### src/rtl/multibyte_add_seq.sv
// Wide adder built from one byte adder, LSB first, one byte per clock.
// Optional subtract support is enabled by defining ADD_SEQ_SUB_EN.
module adder_byte (
  input  logic [7:0] a,
  input  logic [7:0] b,
  input  logic       carry_in,
  output logic [7:0] sum,
  output logic       carry_out
);
  assign {carry_out, sum} =
    {1'b0, a} + {1'b0, b} + {8'd0, carry_in};
endmodule

module multibyte_add_seq #(
  parameter int NBYTES = 4
) (
  input  logic                clk,
  input  logic                rst_n,
  input  logic                start,
  input  logic [8*NBYTES-1:0] op_a,
  input  logic [8*NBYTES-1:0] op_b,
  input  logic                cin,
  input  logic                sub,
  output logic [8*NBYTES-1:0] result,
  output logic                carry_out,
  output logic                overflow,
  output logic                busy,
  output logic                done
);
  localparam int W  = 8 * NBYTES;
  localparam int CW = (NBYTES > 1) ? $clog2(NBYTES) : 1;

  typedef enum logic [1:0] {
    IDLE,
    RUN,
    DONE
  } state_t;

  state_t state_q, state_d;

  logic [NBYTES-1:0][7:0] a_q;
  logic [NBYTES-1:0][7:0] b_q;
  logic [NBYTES-1:0][7:0] res_q;
  logic [CW-1:0]          cnt_q;
  logic                   carry_q;
  logic                   cout_q;
  logic                   ovf_q;

  logic [W-1:0] b_in;
  logic         c_in;

`ifdef ADD_SEQ_SUB_EN
  // a - b == a + ~b + 1
  assign b_in = sub ? ~op_b : op_b;
  assign c_in = sub | cin;
`else
  logic unused_sub;
  assign unused_sub = sub;
  assign b_in       = op_b;
  assign c_in       = cin;
`endif

  logic [7:0] a_byte;
  logic [7:0] b_byte;
  logic [7:0] sum_byte;
  logic       co_byte;
  logic       last;
  logic       accept;

  assign a_byte = a_q[cnt_q];
  assign b_byte = b_q[cnt_q];
  assign last   = (cnt_q == CW'(NBYTES - 1));
  assign accept = (state_q == IDLE) && start;

  adder_byte u_adder (
    .a         (a_byte),
    .b         (b_byte),
    .carry_in  (carry_q),
    .sum       (sum_byte),
    .carry_out (co_byte)
  );

  always_ff @(posedge clk or negedge rst_n) begin
    if (!rst_n) begin
      state_q <= IDLE;
    end else begin
      state_q <= state_d;
    end
  end

  always_comb begin
    state_d = state_q;
    unique case (state_q)
      IDLE:    if (start) state_d = RUN;
      RUN:     if (last)  state_d = DONE;
      DONE:    state_d = IDLE;
      default: state_d = IDLE;
    endcase
  end

  always_ff @(posedge clk or negedge rst_n) begin
    if (!rst_n) begin
      a_q     <= '0;
      b_q     <= '0;
      res_q   <= '0;
      cnt_q   <= '0;
      carry_q <= 1'b0;
      cout_q  <= 1'b0;
      ovf_q   <= 1'b0;
    end else if (accept) begin
      a_q     <= op_a;
      b_q     <= b_in;
      carry_q <= c_in;
      cnt_q   <= '0;
    end else if (state_q == RUN) begin
      res_q[cnt_q] <= sum_byte;
      carry_q      <= co_byte;
      cnt_q        <= cnt_q + CW'(1);
      if (last) begin
        cout_q <= co_byte;
        ovf_q  <= (a_byte[7] == b_byte[7]) &&
                  (sum_byte[7] != a_byte[7]);
      end
    end
  end

  assign result    = res_q;
  assign carry_out = cout_q;
  assign overflow  = ovf_q;
  assign busy      = (state_q != IDLE);
  assign done      = (state_q == DONE);
endmodule

### config.mk
export PLATFORM = sky130hd
export DESIGN_NAME = multibyte_add_seq
export DESIGN_NICKNAME = d
export VERILOG_FILES = /design/src/rtl/multibyte_add_seq.sv
export SDC_FILE = /design/constraint.sdc
export NUM_CORES = 1
export LEC_CHECK = 0
export CAP_MARGIN = 20
export CORE_ASPECT_RATIO = 1.1
export CORE_MARGIN = 2
export CORE_UTILIZATION = 40
export DETAILED_ROUTE_END_ITERATION = 10
export GPL_TIMING_DRIVEN = 0
export PLACE_DENSITY = 0.66
export SLEW_MARGIN = 20
export SYNTH_ARGS = -nofsm -noshare
export SYNTH_HDL_FRONTEND = slang
export SYNTH_SLANG_ARGS = --single-unit
### constraint.sdc
create_clock -name clk -period 4.7 [get_ports clk]
set_input_delay 1.41 -clock clk [delete_from_list [all_inputs] [get_ports clk]]
set_output_delay 1.41 -clock clk [all_outputs]
set_load 0.005 [all_outputs]
==> results of run 1 <==
-- state kept, by name, indices dropped and copies added (netlist names) --
name / cells
carry_out: 1
carry_q: 1
state_q: 2
overflow: 1
b_q: 32
result: 32
a_q: 32
cnt_q: 2
-- layout by cell type, fill, tap and decap left out, types with 2 or more instances in the layout --
| cell type | n |
|---|---|
| buf_6 | 2 |
| clkbuf_16 | 9 |
| clkbuf_1 | 6 |
| inv_6 | 3 |
| fa_1 | 2 |
| nor2_1 | 5 |
| inv_1 | 7 |
| clkdlybuf4s50_1 | 102 |
| ha_1 | 11 |
| mux4_2 | 16 |
| xor2_1 | 5 |
| mux2_2 | 68 |
| clkinv_2 | 2 |
| buf_4 | 4 |
| nand2_1 | 37 |
| a21o_1 | 2 |
| dfrtp_1 | 103 |
| o31ai_1 | 7 |
| nor2b_1 | 3 |
| o21a_1 | 2 |
| nand3_1 | 2 |
| buf_2 | 6 |
| o21ai_0 | 25 |
| a21oi_1 | 5 |
-- how the worst max path moves through the flow --
stage	end	from	cells past startpoint
2_1_floorplan	result[14]$_DFFE_PN0P_	cnt_q[0]$_DFFE_PN0P_	10
3_3_place_gp	a_q[30]$_DFFE_PN0P_	rst_n	1
3_5_place_dp	result[22]$_DFFE_PN0P_	cnt_q[1]$_DFFE_PN0P_	10
4_1_cts	result[22]$_DFFE_PN0P_	cnt_q[1]$_DFFE_PN0P_	10
5_1_grt	result[22]$_DFFE_PN0P_	cnt_q[1]$_DFFE_PN0P_	10
6_report	result[14]$_DFFE_PN0P_	cnt_q[1]$_DFFE_PN0P_	10
-- stage by stage --
step / setup TNS (ps) / area [sq um]
2_1_floorplan: 0 / 4560
3_3_place_gp: -158840 / 5770
3_5_place_dp: 0 / 5800
4_1_cts: 0 / 6100
5_1_grt: 0 / 6100
6_report: 0 / 6100
-- power by group through the flow --
stage                     registers [mW]  logic (mW)  clock network, mW
after floorplan                     1.54        1.76                  0
after global placement              1.57        2.57                  0
after detailed placement            1.60        2.65                  0
after CTS                           1.58        2.66              0.774
after global routing                1.63        2.93              0.813
final                               1.57        2.64              0.761
-- tightest hold or removal path, stage by stage (launching register included) --
cell and delay (ps):
dfrtp_1 350, nand2_1 40, o21ai_0 60
-- cells by family (layout without fill, tap and decap cells) --
kind of cell | count (synthesis) | in the layout
buffers and inverters | 24 | 144
and+or+nand+nor | 53 | 53
DFF | 103 | 103
xor gates and xnor gates | 6 | 6
adders and majority gates | 13 | 13
muxes | 84 | 84
AOI/OAI and AO/OA | 46 | 46
-- metal layers --
metal  GRT usage  part of all wire
met1       0.231              0.45
met3      0.0343             0.049
met2       0.284              0.48
met5           0                 0
met4      0.0623             0.016
-- layout make-up --
| class | instances | area, sq um | area share |
|---|---|---|---|
| Tap cell | 147 | 184 | 0.0301 |
| Timing Repair Buffer | 104 | 1060 | 0.174 |
| Sequential cell | 103 | 2580 | 0.422 |
| Multi-Input combinational cell | 202 | 1860 | 0.304 |
| Clock buffer | 9 | 225 | 0.0369 |
| Clock inverter | 7 | 77.6 | 0.0127 |
| Buffer | 17 | 93.8 | 0.0154 |
| Inverter | 7 | 26.3 | 0.00431 |
==> flow_summary.json, run 1 <==
{
  "dp.cells": 580,
  "worstPathArrival_ps": 3370,
  "cp_cell_sequence": "clkbuf_1 > mux4_2 > fa_1 > inv_1 > fa_1 > nor2b_1 > o21a_1 > o211a_1 > nor3_1 > o31ai_1",
  "synthCells": 329,
  "synth_seq_area_share": 0.566,
  "power-per-cell-area_mw_per_mm2": 815,
  "fin_nets": 526,
  "path_buf_inv": 2,
  "ys_top_cells_by_count": "dfrtp_1, mux2_2, nand2_1",
  "combPwrFrac": 0.531,
  "clk_latency_ps": 340,
  "synth-compound-area-share": 0.0607,
  "max_freq_mhz": 315,
  "p_total_mw": 4.97,
  "final_core_util": 0.554,
  "cp_top_family": "adder cells",
  "syn-cell-area_sq_mm": 0.00456,
  "seqPwrFrac": 0.316,
  "synth_top_area_share": 0.566,
  "r2r-end": "result[14]$_DFFE_PN0P_",
  "hold_depth": 2,
  "holdBufCountCts": 0,
  "maxSlewViolCount": 0,
  "startpoint_type": "flop",
  "stdcell_count": 596,
  "start_util": 0.414,
  "muxShareOfSynthArea": 0.247,
  "port_buffers": 103,
  "peakVddDrop_mv": 0.307,
  "critPathSlowestCell": "clkbuf_1",
  "internal_power_mw": 3.08,
  "final-hold-violation-count": 0,
  "ys.flop_type": "dfrtp_1",
  "worst_pin_slew_ps": 555,
  "num_vias": 2985,
  "yosysMostFrequentCell": "dfrtp_1",
  "hold_path_class": "flop to flop",
  "critPathRequiredTime_ps": 4900,
  "fill_cells": 945,
  "r2r-start": "cnt_q[1]$_DFFE_PN0P_",
  "cts_made_buffers": 9,
  "yosysUniqueCellTypes": 32,
  "whs_ps": 483,
  "rsz0062_at_grt": "false",
  "grt_pass1_vias": 3186,
  "syn_nets": 411,
  "holdCritStartpoint": "result[17]$_DFFE_PN0P_",
  "post-dp-hpwl_microns": 7590,
  "cts_tree": "built",
  "cts_max_level": 3,
  "finalCriticalPeriod_ps": 3170,
  "crit_path_frequent_cell": "fa_1",
  "worstPathMaxFanout": 8,
  "dieArea_sq_mm": 0.0123,
  "finalSetupViolCount": 0,
  "synth-seq-cells": 103,
  "synth_adder_area_share": 0.0390,
  "holdPathEnd": "result[17]$_DFFE_PN0P_",
  "max_stage_delay_ps": 450,
  "avgSynthCellArea_sq_um": 13.8,
  "die_h_microns": 116,
  "drt_wl_total_microns": 9850,
  "grt_pass1_wl_microns": 16400,
  "slew_headroom": 0.630,
  "yosys.area.top_type": "dfrtp_1",
  "cap_violations": 0,
  "p_leak_nw": 2.59,
  "fin_skew_ps": 9.22,
  "cts_setup_buffers": 0,
  "drive_gt1_frac": 0.256,
  "cts_resized": 0,
  "clk_pin_slew_worst_paths_ps": 70,
  "rows": 40,
  "drcViolationCount": 0,
  "firstDrtPassIters": 4,
  "outcome": "finished, final reports clean",
  "dr.first_iter.drc_count": 76,
  "num_antenna_cells": 0,
  "grt_overflow": 0,
  "crit_type": "flop to flop",
  "root_buffer": "clkbuf_16",
  "pwr-share-clk": 0.153,
  "detail-route-antenna-nets": 0,
  "worstRegToRegCells": 10,
  "grt_max_degree": 58,
  "synthXorXnorAreaFrac": 0.0115,
  "switchingPower_mw": 1.89,
  "cts_num_sinks": 103,
  "synth_top_family_by_area": "multiplexers",
  "r2r_slack_ps": 1530,
  "async_flop_share": 1.00,
  "finalCritPeriodShare": 0.675,
  "synth_warnings": 0,
  "cp-end-kind": "flop",
  "synth_simple_gate_area_share": 0.0494,
  "coreArea_sq_mm": 0.0110,
  "clock_path_buffers": 2,
  "antenna_found_initial": 0,
  "place.gp.congestion": 0.766,
  "worst_slack_ps": 1530,
  "die_w_microns": 106,
  "grt_util_all_layers": 0.173,
  "viasPerCell": 5.01,
  "synth_edf_count": 0,
  "wl_per_cell_microns": 16.5,
  "netSwitchingFraction": 0.381,
  "pre_cts_ws_ps": 1570,
  "area_growth_pct": 33.9,
  "io_pins": 105,
  "synth_area_leaders": "dfrtp_1, mux2_2, mux4_2, nand2_1, ha_1"
}
(Power assumes the default switching activity.)
==> run 2, diff against run 1 <==
--- a/config.mk
+++ b/config.mk
@@ -11,7 +11,7 @@
 export CORE_UTILIZATION = 40
 export DETAILED_ROUTE_END_ITERATION = 10
 export GPL_TIMING_DRIVEN = 0
-export PLACE_DENSITY = 0.66
+export PLACE_DENSITY = 0.69
 export SLEW_MARGIN = 20
 export SYNTH_ARGS = -nofsm -noshare
 export SYNTH_HDL_FRONTEND = slang
==> constraint.sdc (replaced) <==
create_clock -name clk -period 2.9 [get_ports clk]
set_input_delay 0.87 -clock clk [delete_from_list [all_inputs] [get_ports clk]]
set_output_delay 0.87 -clock clk [all_outputs]
set_load 0.005 [all_outputs]
==> flow_summary.json, run 2 (same netlist as run 1, synthesis figures left out) <==
{
  "cp-end-kind": "flop",
  "dr.first_iter.drc_count": 72,
  "antenna_found_initial": 0,
  "firstDrtPassIters": 4,
  "clk_pin_slew_worst_paths_ps": 70,
  "viasPerCell": 5.01,
  "maxSlewViolCount": 0,
  "finalCriticalPeriod_ps": 2760,
  "finalSetupViolCount": 0,
  "start_util": 0.414,
  "die_h_microns": 116,
  "slew_headroom": 0.703,
  "seqPwrFrac": 0.313,
  "io_pins": 105,
  "detail-route-antenna-nets": 0,
  "p_leak_nw": 2.59,
  "combPwrFrac": 0.548,
  "pwr-share-clk": 0.139,
  "grt_max_degree": 57,
  "port_buffers": 103,
  "clock_path_buffers": 2,
  "grt_overflow": 0,
  "crit_type": "flop to flop",
  "max_freq_mhz": 362,
  "post-dp-hpwl_microns": 7500,
  "root_buffer": "clkbuf_16",
  "coreArea_sq_mm": 0.0110,
  "num_antenna_cells": 0,
  "power-per-cell-area_mw_per_mm2": 1320,
  "layout_common_cells": "dfrtp_1, clkdlybuf4s50_1, mux2_2",
  "cts_tree": "built",
  "startpoint_type": "flop",
  "p_total_mw": 8.16,
  "fin_nets": 529,
  "fin_skew_ps": 13.2,
  "cap_violations": 0,
  "clk_latency_ps": 340,
  "cp_cell_sequence": "buf_12 > mux4_2 > fa_2 > inv_2 > fa_2 > nor2b_1 > o21a_1 > o211a_1 > o21a_2 > o31ai_1",
  "netSwitchingFraction": 0.378,
  "die_w_microns": 106,
  "cts_made_buffers": 9,
  "wl_per_cell_microns": 16.3,
  "cts_num_sinks": 103,
  "rows": 40,
  "drt_wl_total_microns": 9780,
  "peakVddDrop_mv": 0.564,
  "rsz0062_at_grt": "false",
  "grt_util_all_layers": 0.170,
  "max_stage_delay_ps": 510,
  "switchingPower_mw": 3.08,
  "cp_top_family": "compound AO/OA/AOI/OAI gates",
  "worst_pin_slew_ps": 446,
  "crit_path_frequent_cell": "fa_2",
  "worstPathArrival_ps": 3000,
  "critPathRequiredTime_ps": 3150,
  "num_vias": 2998,
  "grt_pass1_wl_microns": 15900,
  "path_buf_inv": 2,
  "drive_gt1_frac": 0.281,
  "cts_max_level": 3,
  "worstPathMaxFanout": 5,
  "grt_pass1_vias": 3143,
  "hold_path_class": "input pin to async pin",
  "layout_commonest_cell": "dfrtp_1",
  "critPathSlowestCell": "mux4_2",
  "internal_power_mw": 5.08,
  "holdBufCountCts": 0,
  "drcViolationCount": 0,
  "setup_tns_ps": 0,
  "finalCritPeriodShare": 0.951,
  "area_growth_pct": 35.3,
  "outcome": "finished, final reports clean",
  "final-hold-violation-count": 0,
  "place.gp.congestion": 0.775,
  "fill_cells": 942,
  "dieArea_sq_mm": 0.0123
}
-- run 2: changes by cell type in the layout (fill, tap and decap cells not counted), moves of 2 or more --
cell | previous run | this run
buf_4 | 4 | 8
clkinvlp_4 | 0 | 3
buf_2 | 6 | 4
clkbuf_4 | 0 | 2
fa_1 | 2 | 0
fa_2 | 0 | 2
ha_1 | 11 | 9
inv_6 | 3 | 1
-- run 2: stage by stage --
step	utilization	setup WS [ps]	area, sq um	cells	hold slack [ps]
2_1_floorplan	-	171	4560	329	473
3_3_place_gp	0.524	-2790	5770	579	462
3_5_place_dp	0.527	-221	5800	580	470
4_1_cts	0.555	2.49	6110	597	469
5_1_grt	0.560	16.4	6160	599	479
6_report	0.560	141	6160	599	456
-- run 2: per-layer routing --
layer  share of wire  global-route usage
met4           0.017              0.0623
met3           0.051              0.0377
met2            0.49               0.285
met5               0                   0
met1            0.44               0.219
-- run 2: repair_timing --
action / CTS / global route
resized for setup: 5 / 11
endpoints found under the setup margin: 17 / 15
pin swaps: 0 / 2
buffers inserted: 1 / 2
-- run 2: power groups by stage --
stage / sequential (mW) / clock (mW) / combinational (mW)
finish: 2.55 / 1.13 / 4.47
global placement: 2.55 / 0 / 4.18
floorplan: 2.49 / 0 / 2.85
global route: 2.65 / 1.24 / 4.96
detailed placement: 2.59 / 0 / 4.28
CTS: 2.56 / 1.17 / 4.38
-- run 2: final timing paths --
| path | cells after the start | end | slack (ps) | startpoint |
|---|---|---|---|---|
| setup / recovery | 10 | result[14]$_DFFE_PN0P_ | 140 | cnt_q[0]$_DFFE_PN0P_ |
| hold / removal | 1 | b_q[13]$_DFFE_PN0P_ | 460 | rst_n |
| setup reg to reg | 10 | result[14]$_DFFE_PN0P_ | 140 | cnt_q[0]$_DFFE_PN0P_ |
| hold reg to reg | 2 | result[21]$_DFFE_PN0P_ | 480 | result[21]$_DFFE_PN0P_ |
| max in group asynchronous | 2 | b_q[10]$_DFFE_PN0P_ | 1840 | rst_n |
| min in group clk | 2 | result[21]$_DFFE_PN0P_ | 480 | result[21]$_DFFE_PN0P_ |
-- run 2: cell type report --
cell class / instances / area [sq um] / area share
clock buffer: 10 / 239 / 0.0388
buffer: 17 / 111 / 0.0181
clock inverter: 6 / 45.0 / 0.00731
timing repair buffer: 107 / 1080 / 0.176
multi-input combinational: 202 / 1900 / 0.308
tap: 147 / 184 / 0.0298
inverter: 7 / 26.3 / 0.00426
sequential: 103 / 2580 / 0.418
